## src/rtl/cabac_ctx_bank.sv

```systemverilog
// CABAC context-model bank with a pipelined HEVC init engine
// and a single-slot shadow copy for entry-point save/restore.
module cabac_ctx_bank #(
  parameter int CTX_COUNT = 16,
  parameter int IDX_W = 4
) (
  input  logic             clk,
  input  logic             rst_n,
  input  logic             i_init_start,
  input  logic [5:0]       i_slice_qp,
  input  logic [1:0]       i_init_type,
  output logic [IDX_W+1:0] o_tbl_addr,
  output logic             o_tbl_rd,
  input  logic [7:0]       i_tbl_data,
  output logic             o_init_busy,
  output logic             o_init_done,
  input  logic [IDX_W-1:0] i_ctx_idx,
  output logic [6:0]       o_ctx_state,
  input  logic             i_upd_en,
  input  logic [6:0]       i_upd_state,
  input  logic             i_save,
  input  logic             i_restore,
  output logic             o_shadow_valid
);

  typedef enum logic [1:0] {IDLE, RUN, DONE} state_t;

  localparam logic [IDX_W:0]   CNT  = (IDX_W+1)'(CTX_COUNT);
  localparam logic [IDX_W-1:0] LAST = IDX_W'(CTX_COUNT-1);

  state_t state, state_nxt;

  logic [IDX_W:0]   rd_cnt;
  logic [5:0]       qp;
  logic [1:0]       itype;
  logic             vld1, vld2, vld3;
  logic [IDX_W-1:0] idx1, idx2, idx3;
  logic signed [7:0]  m_in, n_in, m2, n2, n3;
  logic signed [12:0] m_x, q_x, prod, p3, n_x, sum;
  logic [7:0]       hi5;
  logic [6:0]       pre, init_state;
  logic             busy, rd, last_wr, act;
  logic             idx_ok, rest_ok, upd_ok, save_ok;

  logic [6:0] bank   [CTX_COUNT];
  logic [6:0] shadow [CTX_COUNT];

  assign busy    = (state == RUN);
  assign rd      = busy && (rd_cnt < CNT);
  assign last_wr = vld3 && (idx3 == LAST);
  assign act     = !busy && !i_init_start;
  assign idx_ok  = ({1'b0, i_ctx_idx} < CNT);
  assign rest_ok = act && i_restore && o_shadow_valid;
  assign upd_ok  = act && !rest_ok && i_upd_en && idx_ok;
  assign save_ok = act && !rest_ok && i_save;

  // initValue -> slope/offset, then product, then clipped state
  assign hi5  = {4'b0, i_tbl_data[7:4]} * 8'd5;
  assign m_in = $signed(hi5 - 8'd45);
  assign n_in = $signed({1'b0, i_tbl_data[3:0], 3'b000} - 8'd16);
  assign m_x  = {{5{m2[7]}}, m2};
  assign q_x  = {7'b0, qp};
  assign prod = m_x * q_x;
  assign n_x  = {{5{n3[7]}}, n3};
  assign sum  = (p3 >>> 4) + n_x;

  always_comb begin
    if (sum < 13'sd1)        pre = 7'd1;
    else if (sum > 13'sd126) pre = 7'd126;
    else                     pre = sum[6:0];
  end

  // pre<=63 maps to 63-pre (MPS 0), otherwise pre-64 (MPS 1)
  assign init_state = pre[6] ? {pre[5:0], 1'b1}
                             : {~pre[5:0], 1'b0};

  always_ff @(posedge clk or negedge rst_n) begin
    if (!rst_n) state <= IDLE;
    else        state <= state_nxt;
  end

  always_comb begin
    state_nxt = state;
    unique case (state)
      IDLE:    if (i_init_start) state_nxt = RUN;
      RUN:     if (!i_init_start && last_wr) state_nxt = DONE;
      DONE:    if (i_init_start) state_nxt = RUN;
      default: state_nxt = IDLE;
    endcase
  end

  always_comb begin
    o_init_busy = busy;
    o_init_done = (state == DONE);
    o_tbl_rd    = rd;
    o_tbl_addr  = rd ? {itype, rd_cnt[IDX_W-1:0]} : '0;
  end

  always_ff @(posedge clk or negedge rst_n) begin
    if (!rst_n) begin
      rd_cnt <= '0;
      qp     <= '0;
      itype  <= '0;
      vld1   <= 1'b0;
      vld2   <= 1'b0;
      vld3   <= 1'b0;
      idx1   <= '0;
      idx2   <= '0;
      idx3   <= '0;
      m2     <= '0;
      n2     <= '0;
      n3     <= '0;
      p3     <= '0;
    end else if (i_init_start) begin
      rd_cnt <= '0;
      qp     <= (i_slice_qp > 6'd51) ? 6'd51 : i_slice_qp;
      itype  <= (i_init_type == 2'd3) ? 2'd2 : i_init_type;
      vld1   <= 1'b0;
      vld2   <= 1'b0;
      vld3   <= 1'b0;
    end else begin
      if (rd) rd_cnt <= rd_cnt + (IDX_W+1)'(1);
      vld1 <= rd;
      idx1 <= rd_cnt[IDX_W-1:0];
      vld2 <= vld1;
      idx2 <= idx1;
      m2   <= m_in;
      n2   <= n_in;
      vld3 <= vld2;
      idx3 <= idx2;
      p3   <= prod;
      n3   <= n2;
    end
  end

  always_ff @(posedge clk or negedge rst_n) begin
    if (!rst_n)            o_shadow_valid <= 1'b0;
    else if (i_init_start) o_shadow_valid <= 1'b0;
    else if (save_ok)      o_shadow_valid <= 1'b1;
  end

  // storage carries no reset; contents are meaningless until init
  always_ff @(posedge clk) begin
    if (vld3)         bank[idx3] <= init_state;
    else if (rest_ok) bank <= shadow;
    else if (upd_ok)  bank[i_ctx_idx] <= i_upd_state;
    if (save_ok) begin
      for (int k = 0; k < CTX_COUNT; k++) begin
        shadow[k] <= (upd_ok && i_ctx_idx == IDX_W'(k))
                   ? i_upd_state : bank[k];
      end
    end
  end

  assign o_ctx_state = idx_ok ? bank[i_ctx_idx] : '0;

endmodule

```

## config.mk

```make
export PLATFORM = sky130hd
export DESIGN_NAME = cabac_ctx_bank
export DESIGN_NICKNAME = d
export VERILOG_FILES = /design/src/rtl/cabac_ctx_bank.sv
export SDC_FILE = /design/constraint.sdc
export NUM_CORES = 1
export LEC_CHECK = 0
export CORE_MARGIN = 3
export CORE_UTILIZATION = 41
export DETAILED_ROUTE_END_ITERATION = 10
export GPL_TIMING_DRIVEN = 0
export SLEW_MARGIN = 20
export SYNTH_ARGS = -nofsm -noshare
export SYNTH_HDL_FRONTEND = slang
export SYNTH_SLANG_ARGS = --single-unit
```

## constraint.sdc

```tcl
create_clock -name clk -period 6.55 [get_ports clk]
set_clock_uncertainty 0.15 [all_clocks]
set_input_delay 0.9825 -clock clk [delete_from_list [all_inputs] [get_ports clk]]
set_output_delay 0.9825 -clock clk [all_outputs]
set_load 0.005 [all_outputs]
```

Yosys cells after proc, flatten, opt, wreduce, memory -nomap -nowiden
Index checks and enable logic that the tools add are counted.
{"block": "word_totals", "reg_bits": 292, "inputBits": 33, "out_inout_bits": 17, "elab_cells": 166}
{"block": "classes", "add_sub_neg": 4, "multipliers": 2, "n_lt_le_gt_ge": 8, "eq_ne": 21, "mux": 44, "bitwise": 3, "reduce_logical": 37}
{"operator": "112-bit two-way mux", "count": 3}
{"operator": "112-bit bitwise mux", "count": 2}
{"operator": "7-bit two-way mux", "count": 23}
{"operator": "7-bit demux with 4-bit select", "count": 2}
{"operator": "4-bit equality test, second input constant", "count": 9}
{"operator": "7-bit binary-select mux with 4-bit select", "count": 1}
{"operator": "1-bit logical AND", "count": 27}
{"operator": "4-bit by 3-bit equality test with 1-bit output, second input constant", "count": 4}
{"operator": "8-bit by 7-bit multiplier with 13-bit output", "count": 1}
{"operator": "6-bit two-way mux", "count": 2}
{"operator": "9-bit by 8-bit adder with 10-bit output", "count": 1}
{"operator": "5-bit greater-or-equal comparator, second input constant", "count": 2}
{"operator": "10-bit by 8-bit > comparator with 1-bit output, second input constant", "count": 1}
{"operator": "10-bit by 2-bit less-than comparator with 1-bit output, second input constant", "count": 1}
{"operator": "5-bit by 1-bit less-than comparator with 1-bit output, second input constant", "count": 2}
{"operator": "5-bit two-way mux", "count": 2}
{"operator": "4-bit NOT with 5-bit output", "count": 2}
{"operator": "4-bit by 2-bit equality test with 1-bit output, second input constant", "count": 2}
{"operator": "7-bit by 5-bit subtractor with 8-bit output, second input constant", "count": 1}
{"operator": "7-bit by 6-bit subtractor with 8-bit output, second input constant", "count": 1}
{"operator": "4-bit by 3-bit multiplier with 7-bit output, second input constant", "count": 1}
{"operator": "6-bit > comparator, second input constant", "count": 1}
{"operator": "2-bit two-way mux", "count": 3}
{"operator": "6-bit NOT", "count": 1}
{"operator": "other kinds (15)", "count": 24}

Depth between registers and ports, before layout
Gate-level depths: netlist of run 1.
{"block": "logic_depth", "ltp_word": 11, "ltp_mapped": 17, "ltp_nobuf": 16}

Worst setup path after synthesis of run 1
OpenSTA, ideal clock, no wires.
{"block": "synth_path", "path_type": "input port to flip-flop", "from": "input port i_init_start", "to": "register shadow[0] in the netlist's numbering, enable pin", "setup_time_ns": 0.486, "t_arrival_ns": 3.764, "required_time_ns": 5.914, "path_slack_ns": 2.150, "path_stages": 2, "n_path_buf": 0, "path_cell_list": "nor2_1 -> and3_1"}
{"block": "synth_via", "elab_chain_cells": 7}
{"element": "from (decl)", "line": "9", "source": "input logic i_init_start,"}
{"element": "1-bit zero test (*)", "line": "51", "source": "assign act = !busy && !i_init_start;"}
{"element": "1-bit logical AND (*)", "line": "51"}
{"element": "1-bit logical AND (2 in a row)", "line": "53", "source": "assign rest_ok = act && i_restore && o_shadow_valid;"}
{"element": "1-bit zero test", "line": "55", "source": "assign save_ok = act && !rest_ok && i_save;"}
{"element": "1-bit logical AND (*) (2 in a row)", "line": "55"}
{"element": "named net save_ok", "line": "43", "source": "logic idx_ok, rest_ok, upd_ok, save_ok;"}
{"element": "to (signal, indexed assignment)", "line": "149", "source": "shadow[k] <= (upd_ok && i_ctx_idx == IDX_W'(k))"}
{"element": "to (decl)", "line": "46", "source": "logic [6:0] shadow [CTX_COUNT];"}
Mark *: on every way through the listed nets, which the timed path passes. The rest lies on a longest branch.
A chain may end at the register's enable or synchronous reset.

Worst setup path in the final report of run 1
{"block": "layout_path", "from": "register m2[3]", "to": "register p3[10]"}
{"block": "layout_via", "elab_chain_cells": 1}
{"element": "from (decl)", "line": "38", "source": "logic signed [7:0] m_in, n_in, m2, n2, n3;"}
{"element": "from (signal assigned)", "line": "127", "source": "m2 <= m_in;"}
{"element": "8-bit by 7-bit multiplier with 13-bit output", "line": "63", "source": "assign prod = m_x * q_x;"}
{"element": "to (signal assigned)", "line": "131", "source": "p3 <= prod;"}
{"element": "to (decl)", "line": "39", "source": "logic signed [12:0] m_x, q_x, prod, p3, n_x, sum;"}
Every way passes these cells.

==> results of run 1 <==
==> critical path: stages, from the launching register on <==
cell and delay [ns]:
dfrtp_1 0.45, and2_1 0.21, fa_1 0.53, inv_1 0.05
fa_1 0.47, inv_1 0.05, fa_1 0.53, inv_1 0.05
fa_1 0.52, inv_1 0.04, ha_1 0.33, o21ai_0 0.12
a211o_1 0.27, a31oi_1 0.30, xor2_1 0.15, mux2_2 0.28
==> final timing paths <==
kind	to	cells after the start	start	slack, ns
max	p3[10]$_DFFE_PN0N_	15	m2[3]$_DFFE_PN0N_	1.94
min	qp[5]$_DFFE_PN0P_	1	rst_n	0.05
min reg2reg	vld2$_DFF_PN0_	1	vld1$_DFF_PN0_	0.31
max reg2reg	p3[10]$_DFFE_PN0N_	15	m2[3]$_DFFE_PN0N_	1.94
max in group asynchronous	n2[3]$_DFFE_PN0N_	2	rst_n	5.73
min in group clk	vld2$_DFF_PN0_	1	vld1$_DFF_PN0_	0.31
==> routing by layer <==
metal  up-vias  track usage, %  share of wire, %
met5         -               0                 0
met4         0           8.248               4.2
met3       117           5.420                11
met2       576           34.19                44
met1      5413           32.38                41
li1       4724               -                 -
==> kinds of logic after synthesis <==
family / count (synthesis) / share of synthesized area [%]
multiplexers: 173 / 14.91
adder cells (fa/ha/maj): 72 / 7.267
flip-flops: 282 / 52.08
buffers and inverters: 129 / 3.426
AO/OA/AOI/OAI: 199 / 10.79
AND/OR/NAND/NOR: 320 / 9.738
XOR/XNOR: 32 / 1.785
==> registers in the layout, indices dropped and copies added (netlist names), 2 cells and up <==
| register | cells |
|---|---|
| rd_cnt | 5 |
| idx1 | 4 |
| idx2 | 4 |
| n2 | 5 |
| p3 | 9 |
| bank | 112 |
| n3 | 5 |
| itype | 2 |
| idx3 | 4 |
| m2 | 8 |
| shadow | 112 |
| state | 2 |
| qp | 6 |
==> cells in the mapped netlist, drive strengths merged (16+ instances only) <==
cell type	instances
edfxtp	224
nand2	183
mux2	137
o221ai	112
dfrtp	58
clkbuf	54
inv	53
and2	47
ha	40
mux4	35
a21oi	33
fa	32
nor2	27
o21ai	24
buf	22
xnor2	18
nand3	16
==> final cells by class <==
class	instances	area (µm²)
Tap cell	511	639.4
Multi-Input combinational cell	796	6990
Clock inverter	12	61.31
Sequential cell	282	8178
Inverter	53	198.9
Fill cell	3458	19850
Timing Repair Buffer	50	543.0
Clock buffer	43	862.1
Buffer	76	339.1
==> metrics by stage <==
stage	setup WS, ns	power [mW]
after global placement	-0.04078	3.981
after CTS	1.917	5.644
after global routing	1.708	5.926
after detailed placement	1.946	4.002
after floorplan	2.150	3.438
final	1.943	5.627
==> cell usage in the layout (no fill, tap or decap), drive strengths merged, types with 3 or more instances in the layout <==
cell type and count:
a211o 4, a21o 6, a21oi 33, a31oi 3
and2 47, and3 4, buf 26, clkbuf 97
clkdlybuf4s50 46, clkinv 11, dfrtp 58, edfxtp 224
fa 32, ha 40, inv 53, mux2 137
mux4 35, nand2 183, nand3 16, nor2 27
nor2b 14, nor3 9, o21ai 24, o221ai 112
or2 11, xnor2 18, xor2 14
==> power by group <==
group	total, mW	leakage [nW]	internal (mW)	switching, mW
Sequential	2.05	2.76	1.99	0.0625
Clock	1.66	0.460	0.911	0.745
Combinational	1.92	3.18	0.726	1.19
==> flow_summary.ini, run 1 <==
[outcome]
status = completed

[yosys]
synth-seq-cells = 282
synth_fp_nets = 1312
netlist_instances = 1207
synth_top_cell_by_area = edfxtp_1
ys.flop_type = edfxtp_1
ys_types = 61
yosysSeqAreaShare_pct = 52.08
synth_top_area_share_pct = 42.84
ys_warn_count = 0
synth.avg_cell_area_um2 = 13.01
synthTopCellsByArea = edfxtp_1 (43%), dfrtp_1 (9.2%), mux2_2 (8.7%), o221ai_1 (5.6%), mux4_2 (5.0%)
synthesis.area_um2 = 15700
synthArstFlopShare_pct = 20.57
synth_edf_count = 224

[clock_network]
htreeDepth = 1
clock_path_buffers = 3
post_cts_buffers = 0
cts_made_buffers = 31
ctsResizeCount = 0
clkTransAtPathRegs_ns = 0.06
cts_sinks = 282
clock_latency_ns = 0.59
cts_tree = built
clockRootBuffer = clkbuf_16
cts_hold_buf = 0

[floorplanning]
dieArea_um2 = 40680
die_y_um = 201.7
coreArea_um2 = 37670
row_count = 71
die_w_um = 201.7
start_util_pct = 41.69
pin_count = 50

[global_route]
gr-usage-all-layers_pct = 22.76
grt_pass1_vias = 10739
antenna_found_initial = 1
overflow = 0
grt_max_degree = 57
grt_pass1_wl_mm = 69.42

[power_and_ir_drop]
power_density_nw_per_um2 = 315.9
leakage_nw = 6.398
ir_drop_mv = 0.1674

[place]
dp.cells = 1768
portBuffers = 47
hpwl_mm = 31.81
post_dp_cell_area_um2 = 16890
gp_congestion = 0.9483

[routing]
route.detailed.drc = 0
wl_per_cell_um = 25.55
viasPerCell = 5.941
drt-total-wl_mm = 46.58
vias = 10830
drt-initial-drc-count = 1198
drtPass1Iterations = 5
drtAntennaViolNets = 0

[final_layout]
stdcell_count = 1823
fin_nets = 1395
syn2layout_area_growth_pct = 13.44
fin_util_pct = 47.29
diodes = 0
fin_area_um2 = 17810
drive_above_1_share_pct = 20.43

[worst_setup_path]
cp.required_ns = 6.86
critPathArrivalTime_ns = 4.92
cp-end-kind = flip-flop
critPathKind = flip-flop to flip-flop
start_kind = flip-flop
cp_max_fo = 7

[min_path]
hp-class = input pin to async pin

[timing]
setup_violations = 0
fmax_mhz = 217.0
slew-limit-headroom_pct = 26.07
tightest_slew_ns = 1.097
hold_violations = 0
drv_slew = 0
setup_tns_ns = 0
fin_crit_sh_pct = 70.34
rsz0062_at_grt = false
worst_hold_slack_ns = 0.05490
fin_crit_ns = 4.607

[flow_run]
drv_cap = 0
No activity file was read; power rests on OpenSTA's default activity.
==> run 2, diff against run 1 <==
==> constraint.sdc (replaced) <==
create_clock -name clk -period 4.6 [get_ports clk]
set_clock_uncertainty 0.15 [all_clocks]
set_input_delay 0.69 -clock clk [delete_from_list [all_inputs] [get_ports clk]]
set_output_delay 0.69 -clock clk [all_outputs]
set_load 0.005 [all_outputs]
==> run 2 against run 1 <==
Die area is the same. Core utilization grew 0.29 points. Largest cell class unchanged. Global-route usage is essentially flat. Non-clock buffer count grew 6. Design area grew 0.60%.
==> flow_summary.ini, run 2 (same netlist as run 1, synthesis figures left out) <==
[flow_run]
drv_cap = 0

[routing]
viasPerCell = 5.951
drt-initial-drc-count = 1285
drt-total-wl_mm = 46.67
route.detailed.drc = 0
wl_per_cell_um = 25.52
drtPass1Iterations = 5
drtAntennaViolNets = 0
vias = 10884

[power_and_ir_drop]
power_density_nw_per_um2 = 455.4
ir_drop_mv = 0.2394
leakage_nw = 6.423

[global_route]
grt_pass1_wl_mm = 69.50
overflow = 0
gr-max-usage-layer = met2
antenna_found_initial = 1
use_met2_pct = 34.24
gr-usage-all-layers_pct = 22.78
use_met1_pct = 32.40
use_met3_pct = 5.420
grt_pass1_vias = 10754
grt_max_degree = 57

[floorplanning]
die_y_um = 201.7
coreArea_um2 = 37670
die_w_um = 201.7
row_count = 71
pin_count = 50
start_util_pct = 41.69
dieArea_um2 = 40680

[clock_network]
clock_latency_ns = 0.59
htreeDepth = 1
cts_tree = built
cts_made_buffers = 31
clock_path_buffers = 3
clockRootBuffer = clkbuf_16
cts_sinks = 282
clkTransAtPathRegs_ns = 0.06

[final_layout]
syn2layout_area_growth_pct = 14.13
fin_nets = 1401
final_common_cell = edfxtp_1
final_cell_mix = edfxtp_1 (224), nand2_1 (183), mux2_2 (121)
nFillCells = 3445
fin_util_pct = 47.58
diodes = 0
fin_area_um2 = 17920
reg_top3 = bank: 112 flops, shadow: 112 flops, p3: 9 flops
drive_above_1_share_pct = 21.70

[place]
hpwl_mm = 31.81
pre_cts_ws_ns = -0.004161
portBuffers = 47
post_dp_cell_area_um2 = 16890
gp_congestion = 0.9483

[timing]
worst_hold_slack_ns = 0.3106
slew-limit-headroom_pct = 27.35
tightest_slew_ns = 1.078
fin_crit_sh_pct = 96.28
drv_slew = 0
rsz0062_at_grt = false
fin_ws_ns = 0.1710
fmax_mhz = 225.8
setup_violations = 0
hold_violations = 0
fin_crit_ns = 4.429

[worst_setup_path]
cp_max_fo = 6
reg2regPathDepth = 15
cp-end-kind = flip-flop
start_kind = flip-flop
cp.required_ns = 4.91
critPathArrivalTime_ns = 4.74
critPathKind = flip-flop to flip-flop

[min_path]
hp-class = input pin to async pin

[outcome]
status = completed
-- run 2: layout make-up --
cell class	instances	area [µm²]	share of cell area, %
clock inverters	12	61.31	0.3421
well taps	511	639.4	3.568
inverters	53	198.9	1.110
plain buffers	75	335.3	1.871
flip-flops and latches	282	8187	45.68
clock buffers	43	862.1	4.811
multi-input cells	796	7038	39.28
repair buffers	57	598.1	3.338
-- run 2: repair_timing --
item | CTS | global route
gates resized for setup | 1 | 14
hold buffers | 1 | 0
endpoints found under the hold margin | 58 | 0
setup endpoints to repair | 3 | 5
cloned | 0 | 0
pin swaps | 1 | 3
buffers inserted | 0 | 6
-- run 2: final timing paths --
check / start / slack, ns / to
worst max register to register: m2[3]$_DFFE_PN0N_ / 0.17 / p3[10]$_DFFE_PN0N_
min in group clk: vld1$_DFF_PN0_ / 0.31 / vld2$_DFF_PN0_
worst max-delay path: m2[3]$_DFFE_PN0N_ / 0.17 / p3[10]$_DFFE_PN0N_
worst min-delay path: rst_n / 0.31 / qp[5]$_DFFE_PN0P_
max in group asynchronous: rst_n / 3.52 / n2[3]$_DFFE_PN0N_
worst min register to register: vld1$_DFF_PN0_ / 0.31 / vld2$_DFF_PN0_
-- run 2: worst max-delay path, cell delays in order, from the launching register on --
cell     delay [ns]
dfrtp_2        0.44
and2_1         0.18
fa_1           0.53
inv_1          0.05
fa_1           0.47
inv_1          0.05
fa_1           0.53
inv_1          0.05
fa_1           0.52
inv_1          0.07
ha_4           0.28
o21ai_0        0.10
a211o_1        0.31
a31oi_4        0.21
xor2_1         0.12
mux2_2         0.27
-- run 2: report_power, final --
part / switching [mW] / internal [mW] / total (mW)
registers: 0.0894 / 2.84 / 2.92
logic: 1.77 / 1.11 / 2.88
clock network: 1.06 / 1.30 / 2.36
-- run 2: routing by layer --
layer / wire length, µm / vias to the layer above
li1: - / 4747
met1: 19090 / 5454
met2: 20680 / 565
met3: 4939 / 118
met4: 1962 / 0
met5: 0 / -
-- run 2: through the flow --
stage / setup TNS [ns] / std cells / total power [mW]
final: 0 / 1829 / 8.160
after floorplan: 0 / 1207 / 4.895
after global placement: -190.16 / 1765 / 5.669
after detailed placement: -0.004161 / 1768 / 5.698
after global routing: 0 / 1829 / 8.590
after CTS: 0 / 1824 / 8.050
==> run 3, diff against run 2 <==
--- a/config.mk
+++ b/config.mk
@@ -8,7 +8,6 @@
 export CORE_MARGIN = 3
 export CORE_UTILIZATION = 41
 export DETAILED_ROUTE_END_ITERATION = 10
-export GPL_TIMING_DRIVEN = 0
 export SLEW_MARGIN = 20
 export SYNTH_ARGS = -nofsm -noshare
 export SYNTH_HDL_FRONTEND = slang
==> run 3 against run 2 <==
Count of clock-buffer cells in the layout is 7 lower. Clock power up 8%. Fmax grew 0.69%. Core utilization up 0.15 points. Sequential power barely moved. Sequential share of layout area down 0.17 points. Via count shrank 2.2%. Combinational power down 6%. Critical path depth unchanged. Setup slack improved by 0.030 ns. Global-route usage down 2.4 points. Die area unchanged.
==> flow_summary.ini, run 3 (same netlist as run 1, synthesis figures left out) <==
[outcome]
status = completed

[worst_setup_path]
cp_max_fo = 7
critPathKind = flip-flop to flip-flop
start_kind = flip-flop
cp-end-kind = flip-flop
cp.required_ns = 4.87
critPathArrivalTime_ns = 4.67

[global_route]
antenna_found_initial = 1
overflow = 0
grt_pass1_wl_mm = 64.87
grt_max_degree = 113
grt_pass1_vias = 10458
gr-usage-all-layers_pct = 20.38

[timing]
drv_slew = 0
slew-limit-headroom_pct = 32.44
setup_violations = 0
hold_violations = 0
tightest_slew_ns = 1.011
fin_ws_ns = 0.2014
fmax_mhz = 227.3
fin_crit_ns = 4.399
worst_hold_slack_ns = 0.3165
setup_tns_ns = 0
fin_crit_sh_pct = 95.62

[final_layout]
syn2layout_area_growth_pct = 14.48
drive_above_1_share_pct = 23.85
nFillCells = 3361
fin_util_pct = 47.72
stdcell_count = 1799
final_common_cell = edfxtp_1
reg_top3 = bank: 112 flops, shadow: 112 flops, p3: 9 flops
final_cell_mix = edfxtp_1 (224), nand2_1 (183), mux2_2 (121)
fin_nets = 1368

[place]
dp.cells = 1737
gp_congestion = 0.8392
portBuffers = 49
hpwl_mm = 27.61
pre_cts_ws_ns = -0.007504

[floorplanning]
die_w_um = 201.7
dieArea_um2 = 40680
row_count = 71
pin_count = 50
coreArea_um2 = 37670
die_y_um = 201.7
start_util_pct = 41.69

[clock_network]
cts_tree = built
cts_made_buffers = 31
htreeDepth = 1
clockRootBuffer = clkbuf_16
clock_latency_ns = 0.57
cts_sinks = 282
clock_path_buffers = 3
clkTransAtPathRegs_ns = 0.06

[routing]
drt-total-wl_mm = 41.91
vias = 10644
viasPerCell = 5.917
drtPass1Iterations = 5
route.detailed.drc = 0
drt-initial-drc-count = 1106
drtAntennaViolNets = 0
wl_per_cell_um = 23.29

[power_and_ir_drop]
ir_drop_mv = 0.2805
leakage_nw = 6.515
power_density_nw_per_um2 = 454.9

[min_path]
hp-class = flip-flop to flip-flop

[flow_run]
drv_cap = 0
-- run 3: cell count changes in the layout (fill, tap and decap cells not counted), moves of 2 or more --
| cell | previous run | this run |
|---|---|---|
| buf_12 | 1 | 3 |
| buf_16 | 2 | 0 |
| buf_2 | 13 | 3 |
| buf_4 | 13 | 46 |
| buf_6 | 2 | 0 |
| bufinv_16 | 0 | 4 |
| clkbuf_1 | 62 | 3 |
| clkinv_1 | 1 | 4 |
| clkinv_2 | 10 | 7 |
| clkinvlp_4 | 1 | 5 |
| dfrtp_1 | 51 | 56 |
| dfrtp_2 | 7 | 2 |
-- run 3: layer usage --
metal	routed length (µm)	share of wire, %	vias to the layer above	track usage [%]
met5	0	0	-	0
met1	18510	44	5392	30.04
met2	18780	45	516	31.30
met4	1021	2.4	0	5.059
li1	-	-	4676	-
met3	3600	8.6	60	3.818
-- run 3: cell type report --
type | count | area (µm²) | area share [%]
Antenna cell | 1 | 2.502 | 0.01392
Tap cell | 511 | 639.4 | 3.557
Timing Repair Buffer | 99 | 890.9 | 4.956
Multi-Input combinational cell | 796 | 7032 | 39.12
Inverter | 53 | 198.9 | 1.107
Sequential cell | 282 | 8180 | 45.51
Clock buffer | 36 | 814.5 | 4.532
Clock inverter | 21 | 216.5 | 1.204
-- run 3: worst paths after layout --
check	startpoint	to	slack, ns	depth (start not counted)
max in group asynchronous	rst_n	m2[2]$_DFFE_PN0N_	2.94	3
hold / removal	vld1$_DFF_PN0_	vld2$_DFF_PN0_	0.32	1
setup / recovery	m2[2]$_DFFE_PN0N_	p3[12]$_DFFE_PN0N_	0.20	15
hold reg to reg	vld1$_DFF_PN0_	vld2$_DFF_PN0_	0.32	1
setup reg to reg	m2[2]$_DFFE_PN0N_	p3[12]$_DFFE_PN0N_	0.20	15
min in group asynchronous	rst_n	qp[5]$_DFFE_PN0P_	0.47	2
-- run 3: report_power, final --
group | switching, mW | leakage, nW | internal (mW)
clock | 1.06 | 0.495 | 1.49
combinational | 1.62 | 3.26 | 1.08
sequential | 0.0946 | 2.76 | 2.83
total | 2.77 | 6.52 | 5.40
-- run 3: worst max-delay path, stage by stage, from the launching register on --
cell and delay (ns):
dfrtp_2 0.43, and2_1 0.19, fa_1 0.49, ha_1 0.29, inv_1 0.05, fa_1 0.49, fa_1 0.54, inv_1 0.06
ha_4 0.25, and4_1 0.22, a2111oi_4 0.37, buf_4 0.20, a31oi_4 0.11, a31oi_1 0.19, xnor2_1 0.13, o21ai_0 0.08
-- run 3: metrics by stage --
step / power (mW) / area [µm²]
finish: 8.177 / 17970
global route: 8.623 / 17970
CTS: 8.140 / 17920
detailed placement: 5.580 / 16870
global placement: 5.525 / 16870
floorplan: 4.895 / 15700
-- run 3: repair_timing --
action / in CTS / in global routing
setup buffers: 0 / 3
hold buffers: 1 / 0
pin swaps: 1 / 4
hold endpoints to repair: 22 / 0
gates resized for setup: 1 / 7
setup endpoints to repair: 2 / 5
==> variant (flow settings as in run 1) <==
Change the parameter `CTX_COUNT` from 16 to 8.
--- a/src/rtl/cabac_ctx_bank.sv
+++ b/src/rtl/cabac_ctx_bank.sv
@@ -1,7 +1,7 @@
 // CABAC context-model bank with a pipelined HEVC init engine
 // and a single-slot shadow copy for entry-point save/restore.
 module cabac_ctx_bank #(
-  parameter int CTX_COUNT = 16,
+  parameter int CTX_COUNT = 8,
   parameter int IDX_W = 4
 ) (
   input  logic             clk,
Behaviour: not the same (Yosys sat finds a counterexample within 4 cycles, from zero or initial values and one cycle with rst_n low).
==> variant against run 1 <==
Count of clock-buffer cells in the layout is 21 lower; setup slack worse by 3.3 ps; sequential power fell by 38%; wire length down 46%; sequential share of layout area down 4.3 points; sequential cell count is 112 lower; critical path type unchanged; cell area fell by 35%; highest routed layer unchanged; area after synthesis down 36%; power down 31%.
==> variant: results <==
set metrics [dict create \
    wl_per_cell_um 20.5 \
    ys_top_cells_by_count "112 x edfxtp_1, 106 x nand2_1, 80 x mux2_2" \
    critPathMaxStageDelay_ps 540 \
    tightest_slew_ps 1060 \
    largestRegisters "bank x56, shadow x56, p3 x9" \
    clock_latency_ps 430 \
    slowest_stage "fa_1" \
    seq_area_frac_synth_pct 47.9 \
    rrSetupSlack_ps 1940 \
    synthTopCellsByArea "edfxtp_1 33%, dfrtp_1 14%, mux2_2 9.0%" \
    cts_htree_levels 4 \
    post_dp_cell_area_sq_um 10900 \
    n_fill_cell 2131 \
    ir_drop_uv 165 \
    rr_worst_depth 16 \
    cp_top_family "adder cells" \
    p_leak_nw 4.45 \
    cts_root_buf "clkbuf_16" \
    yosys_warnings 0 \
    dp_hpwl_um 17800 \
    cts_buffer_depth 2 \
    fin_nets 994 \
    clk_pin_slew_ps 60 \
    antenna_found_initial 0 \
    critical_path_arrival_ps 4780 \
    grt_pass1_vias 6886 \
    worstPathMaxFanout 9 \
    cts_buffers 17 \
    post-cts-setup-buffer-count 0 \
    drive_above_1_share_pct 19.0 \
    grt_pass1_wl_um 39200 \
    finalMaxSlewViolations 0 \
    synth_edf_count 112 \
    pwr_density_cell_nw_per_um2 338 \
    grt_usage_pct 19.4 \
    min_path_type "in2async" \
    drtIter0Drc 534 \
    status "completed" \
    grt_max_degree 46 \
    portBuffers 44 \
    synth_cell_types 57 \
    drt-pass1-iter-count 5 \
    ctsResizeCount 0 \
    async_flop_share_pct 34.1 \
    vias 6828 \
    place_congestion 0.820 \
    r2r_start "qp[3]" \
    rr_endpoint "p3[12]" \
    synth_nets 929 \
    p_switching_mw 1.39 \
    num_antenna_cells 0 \
]
-- variant: cell count changes after synthesis, sizes merged, moves of 8 or more --
cell           run 1  this run
edfxtp           224       112
mux4              35        14
mux2i              1        10
a21oi             33        16
mux2             137        81
nand2            183       107
clkbuf            54        18
buf               22        14
o221ai           112        56
-- variant: final cells by class --
| class | count | share of cell area [%] |
|---|---|---|
| buffer | 32 | 1.28 |
| clock buffer | 22 | 3.93 |
| clock inverter | 10 | 1.43 |
| inverter | 51 | 1.66 |
| multi-input combinational | 571 | 42.4 |
| sequential | 170 | 41.6 |
| tap | 319 | 3.45 |
| timing repair buffer | 46 | 4.20 |
-- variant: worst max-delay path by stage --
stage	endpoint	slack, ps	startpoint	cells after the start
2_1_floorplan	p3[12]	2180	qp[3]	16
3_3_place_gp	p3[12]	1950	m2[3]	16
3_5_place_dp	p3[12]	1920	m2[3]	16
4_1_cts	p3[12]	1910	qp[3]	16
5_1_grt	p3[12]	1720	qp[3]	16
6_report	p3[12]	1940	qp[3]	16
-- variant: per-layer routing --
metal	share of wire [%]	wire [um]	track usage, %	vias to the layer above
met5	0	0	0	-
met4	2.1	536	5.65	0
met3	7.9	1970	4.98	33
met2	46	11600	30.6	255
met1	44	10900	26.8	3388
li1	-	-	-	3152
-- variant: worst reg2reg max path: stages, from the launching register on --
cell	delay [ps]
dfrtp_1	460
and2_1	190
fa_1	540
inv_1	50
fa_1	470
inv_1	50
fa_1	540
inv_1	60
fa_1	520
inv_1	40
ha_1	320
o21a_1	200
o21ai_0	150
o2bb2ai_1	250
o31ai_4	110
xnor2_1	130
mux2_4	250
-- variant: kinds of logic after synthesis --
group | count (synthesis) | synth area share (%)
mux | 105 | 13.3
other cells | 1 | 0.0373
flops | 170 | 47.9
xor+xnor | 31 | 2.78
simple gates | 239 | 12.1
buf+inv | 83 | 3.38
fa+ha+maj | 72 | 11.4
compound gates | 123 | 9.20
-- variant: power groups by stage --
stage               combinational [mW]  clock, mW  sequential [mW]
floorplan                         1.20          0             1.27
global placement                  1.52          0             1.30
detailed placement                1.55          0             1.30
CTS                               1.56       1.09             1.28
global route                      1.73       1.14             1.28
finish                            1.55       1.08             1.27
-- variant: through the flow --
step	total power [mW]	cells	utilization, %	setup slack [ps]	hold slack (ps)
2_1_floorplan	2.47	824	-	2180	287
6_report	3.90	1221	48.7	1940	274
3_3_place_gp	2.82	1187	45.8	1950	295
3_5_place_dp	2.85	1189	46.1	1920	305
4_1_cts	3.93	1221	48.7	1910	270
5_1_grt	4.16	1221	48.7	1720	276
